`src/rtl/ysyx_22050550_wb_commit.sv`:
```
`default_nettype none
// ============================================================================
// Module   : ysyx_22050550_wb_commit
// Purpose  : Writeback/commit stage. Arbitrates EXU/LSU results, writes the
//            register file, clears scoreboard busy bits, and counts retirements.
// Revision : 1.0  initial release
// ============================================================================
module ysyx_22050550_wb_commit #(
  parameter int DATA_W     = 64,
  parameter int PC_W       = 64,
  parameter int STARVE_MAX = 3,
  parameter int CNT_W      = 64
) (
  input  logic              clock,
  input  logic              reset,
  // EXU result channel
  input  logic              io_EXU_valid,
  output logic              io_EXU_ready,
  input  logic [4:0]        io_EXU_rd,
  input  logic              io_EXU_wen,
  input  logic [DATA_W-1:0] io_EXU_data,
  input  logic [PC_W-1:0]   io_EXU_pc,
  // LSU result channel
  input  logic              io_LSU_valid,
  output logic              io_LSU_ready,
  input  logic [4:0]        io_LSU_rd,
  input  logic              io_LSU_wen,
  input  logic [DATA_W-1:0] io_LSU_data,
  input  logic [PC_W-1:0]   io_LSU_pc,
  // Register file write port
  output logic              io_RF_wen,
  output logic [4:0]        io_RF_waddr,
  output logic [DATA_W-1:0] io_RF_wdata,
  // Scoreboard busy-clear
  output logic              io_WBU_wen,
  output logic [4:0]        io_WBU_waddr,
  // Retirement
  output logic              io_commit_valid,
  output logic [PC_W-1:0]   io_commit_pc,
  output logic [CNT_W-1:0]  io_instret
);

  localparam int         c_STARVE_W   = 4;
  localparam logic [3:0] c_STARVE_TOP = c_STARVE_W'(STARVE_MAX);

  logic [c_STARVE_W-1:0] r_starve;
  logic                  r_stage_valid;
  logic [4:0]            r_rd;
  logic                  r_wen;
  logic [DATA_W-1:0]     r_data;
  logic [PC_W-1:0]       r_pc;
  logic [CNT_W-1:0]      r_instret;

  logic w_starved;
  logic w_exu_fire;
  logic w_lsu_fire;
  logic w_commit;
  logic w_write;

  // Readies never look at their own producer's valid; with both valid they
  // are mutually exclusive, so at most one transfer happens per cycle.
  assign w_starved    = (r_starve == c_STARVE_TOP);
  assign io_EXU_ready = reset && (!io_LSU_valid || w_starved);
  assign io_LSU_ready = reset && !(io_EXU_valid && w_starved);

  assign w_exu_fire = io_EXU_valid && io_EXU_ready;
  assign w_lsu_fire = io_LSU_valid && io_LSU_ready;

  // A stage caught by reset is discarded without a commit pulse.
  assign w_commit = r_stage_valid && reset;
  assign w_write  = w_commit && r_wen && (r_rd != 5'd0);

  always_ff @(posedge clock) begin
    if (!reset) begin
      r_starve      <= '0;
      r_stage_valid <= 1'b0;
      r_rd          <= '0;
      r_wen         <= 1'b0;
      r_data        <= '0;
      r_pc          <= '0;
      r_instret     <= '0;
    end else begin
      if (w_commit) begin
        r_instret <= r_instret + CNT_W'(1);
      end

      if (w_exu_fire) begin
        r_stage_valid <= 1'b1;
        r_rd          <= io_EXU_rd;
        r_wen         <= io_EXU_wen;
        r_data        <= io_EXU_data;
        r_pc          <= io_EXU_pc;
      end else if (w_lsu_fire) begin
        r_stage_valid <= 1'b1;
        r_rd          <= io_LSU_rd;
        r_wen         <= io_LSU_wen;
        r_data        <= io_LSU_data;
        r_pc          <= io_LSU_pc;
      end else begin
        r_stage_valid <= 1'b0;
      end

      if (w_exu_fire) begin
        r_starve <= '0;
      end else if (io_EXU_valid && !w_starved) begin
        r_starve <= r_starve + c_STARVE_W'(1);
      end
    end
  end

  assign io_commit_valid = w_commit;
  assign io_commit_pc    = r_pc;
  assign io_RF_wen       = w_write;
  assign io_RF_waddr     = r_rd;
  assign io_RF_wdata     = r_data;
  assign io_WBU_wen      = w_write;
  assign io_WBU_waddr    = r_rd;
  assign io_instret      = r_instret;

endmodule
`default_nettype wire

```
`config.mk`:
```
export PLATFORM = sky130hd
export DESIGN_NAME = ysyx_22050550_wb_commit
export DESIGN_NICKNAME = d
export VERILOG_FILES = /design/src/rtl/ysyx_22050550_wb_commit.sv
export SDC_FILE = /design/constraint.sdc
export NUM_CORES = 1
export LEC_CHECK = 0
export BUFFER_PORTS_ARGS = -buffer_cell sky130_fd_sc_hd__buf_2
export CAP_MARGIN = 15
export CORE_AREA = 2 2 186 188
export DETAILED_ROUTE_END_ITERATION = 16
export DIE_AREA = 0 0 188 190
export PLACE_DENSITY = 0.49
export RECOVER_POWER = 100
export SLEW_MARGIN = 40
export SYNTH_ARGS = -nofsm -noshare
export SYNTH_HDL_FRONTEND = slang
export SYNTH_SLANG_ARGS = --single-unit
```
`constraint.sdc`:
```
create_clock -name clock -period 3.3 [get_ports clock]
set_input_delay 0.66 -clock clock [delete_from_list [all_inputs] [get_ports clock]]
set_output_delay 0.66 -clock clock [all_outputs]
set_load 0.1 [all_outputs]
```
==> results by group <==
Yosys
  – Post-synth EDFFs: 0
  – Synth top cells by count: 203 x dfxtp_1, 159 x nand2_1, 156 x o21ai_0
  – Fraction of registers with async set/reset: 0%
  – Cells after Synth: 998
  – Yosys top cell area share: 46.3%
  – Top post-synthesis cells by area: dfxtp_1 46%, mux2i_1 16%, o21ai_0 8.9%
  – Count leader, synth: dfxtp_1
  – Sequential-to-total area share from yosys stat: 46.3%
  – Syn_nets: 1272
  – Synth warn: 0
  – Cell taking the most area after synthesis: dfxtp_1
  – Yosys cell types: 37
  – Synthesis-stage register bit count: 203
  – Top_reg_cell synth: dfxtp_1
  – Synthesized area per cell: 8.79 um2
  – Cell Area, Synth: 8770 um2

Global routing
  – First-pass GRT wire length: 48800 um
  – Initial antenna violation count: 4
  – Vias in the first global route: 8326
  – GRT Total Usage: 17.5%
  – GR Overflow Total: 0
  – Largest net degree at the start of global routing: 72

Die
  – Starting Density: 25.8%
  – Die height: 190 um
  – Die area: 35700 um2
  – # IOs: 479
  – FP Rows: 68
  – Die Wd: 188 um
  – Core ar.: 33900 um2

Worst setup path
  – Crit path max fanout: 3
  – WP data required: 2.64 ns
  – Startpoint Class: flip-flop
  – Arr. time, crit path: 2.36 ns
  – WS Path Type: flip-flop to primary output
  – Setup crit end kind: primary output

Clock network
  – Post-cts sizing count: 0
  – CTS tree: done
  – Hold bufs inserted after CTS: 0
  – Worst-Skew Late Latency: 0.52 ns
  – # clock sinks: 203
  – Clk pin slew, worst setup/hold paths: 0.06 ns
  – Num CTS Buffers: 25
  – Post-CTS Setup Inserts: 0
  – Root Buffer: clkbuf_16
  – CTS H-Tree Depth: 1
  – Max Root-Sink Buffers: 3

Run status
  – Status: complete, no violations

Layout
  – Cell Count, Final, Fillers Out: 1933
  – Final nets: 1734
  – Final instance area: 12200 um2
  – FF/Latch Area: 4060 um2
  – Share of layout cells above drive strength 1: 23.3%
  – Diode count: 0
  – Fillers: 3672
  – Area grow syn2layout: 39.1%
  – Multi-input gate area: 4410 um2

Route
  – ANT nets after route: 0
  – Vias per Instance: 4.56
  – DRT Wirelength: 33000 um
  – DRC: 0
  – Avg WL per Cell: 17.1 um
  – Drt first pass iters: 4
  – DR vias: 8823
  – Initial DRC Count: 362

Timing
  – Max Slew Vio Count: 0
  – Part of the cycle the worst path needs: 91.4%
  – Actual slew at the worst max-slew pin: 1.37 ns
  – Final Hold Fails: 0
  – Min Clock Period, post-route: 3.02 ns
  – Setup TNS: 0 ns
  – Max Freq: 0.331 GHz
  – Slew margin rel.: 9.27%
  – RSZ-0062 raised after global routing: false
  – Final Skew: 0.00803 ns
  – Worst hold margin: 0.421 ns
  – Endpoints failing setup: 0

Place
  – Post-DP HPWL: 25400 um
  – Dpl cell area: 11700 um2
  – Routability Congestion: 0.813
  – I/O Buffers: 478
  – Number of cells after detailed placement: 1888

Power and ir drop
  – Maximum vdd drop: 0.291 mV
  – LEAKAGE: 5.41 nW
  – PnR Total Power: 6.98 mW
  – PD cells: 572 nW/um2

Job
  – Max Cap Violations: 0

Hold path
  – Worst Hold Class: input pin to flip-flop
==> cells by family after synthesis <==
group | share of synthesized area (%)
simple gates | 18.9
flops | 46.3
compound gates | 11.8
mux | 15.5
buf+inv | 3.70
xor+xnor | 3.40
fa+ha+maj | 0.285
==> area by class of cell <==
| cell class | count | area share, % |
|---|---|---|
| inverter | 10 | 0.339 |
| clock inverter | 12 | 1.21 |
| sequential | 203 | 33.3 |
| clock buffer | 33 | 5.62 |
| multi-input combinational | 720 | 36.2 |
| timing repair buffer | 500 | 18.7 |
| tap | 455 | 4.67 |
==> cell usage in the layout, fill, tap and decap left out, types with 3 or more instances in the layout <==
cell	Yosys	layout
buf_2	1	272
clkbuf_1	43	218
dfxtp_1	203	203
nand2_1	159	158
o21ai_0	156	156
mux2i_1	136	136
nor2_1	48	48
nand4_1	38	38
a21oi_1	33	31
clkbuf_16	0	25
nand3_1	23	23
or3_1	20	20
xor2_1	20	20
nor4_1	15	15
xnor2_1	14	14
inv_1	10	9
or4_1	8	9
o31ai_1	9	9
clkbuf_2	0	8
and2_1	8	6
nor3_1	7	6
clkinv_2	0	6
and3_1	5	5
buf_4	7	5
and4_1	3	3
or4_2	3	3
clkbuf_8	0	3
bufinv_16	0	3
==> per-layer routing <==
layer  part of all wire, %  track usage, %  vias up  wire length (um)
met3                   6.0            3.27       51              2000
met4                   2.1            4.45        8               696
li1                      -               -     4457                 -
met2                    49            30.4      295             16100
met5                  0.14               0        -                46
met1                    43            22.3     4012             14200
==> state kept, by name, indices dropped and copies added, names as in the netlist <==
signal and flops:
io_commit_pc 64, r_stage_valid 1, r_starve 4, r_wen 1, io_instret 64, io_RF_wdata 64, io_RF_waddr 5
==> worst paths after layout <==
kind	start	end	slack, ns	cells past startpoint
worst max register to register	r_starve[0]	io_RF_wdata[45]	0.40	7
worst max-delay path	r_starve[0]	io_EXU_ready	0.28	4
worst min register to register	io_commit_pc[56]	io_commit_pc[56]	0.45	2
worst min-delay path	io_EXU_pc[14]	io_commit_pc[14]	0.42	3
==> stage by stage <==
| stage | setup slack, ns | util (%) |
|---|---|---|
| after detailed placement | 0.424 | 34.5 |
| after CTS | 0.282 | 36.9 |
| after global routing | 0.141 | 35.9 |
| final | 0.283 | 35.9 |
| after global placement | 0.474 | 34.5 |
| after floorplan | 0.0176 | - |
==> where the power goes <==
| group | leakage [nW] | total [mW] | internal (mW) | switching (mW) |
|---|---|---|---|---|
| Combinational | 3.33 | 1.54 | 0.278 | 1.26 |
| Sequential | 1.67 | 2.65 | 2.58 | 0.0687 |
| Clock | 0.412 | 2.79 | 1.70 | 1.10 |
| Total | 5.41 | 6.98 | 4.55 | 2.42 |
==> worst max-delay path: stages (launching register included) <==
cell and delay (ns):
dfxtp_1 0.37, ha_1 0.19, or3b_2 0.47, a21oi_2 0.29, clkbuf_2 0.52
Power figures use the tool's default switching activity.
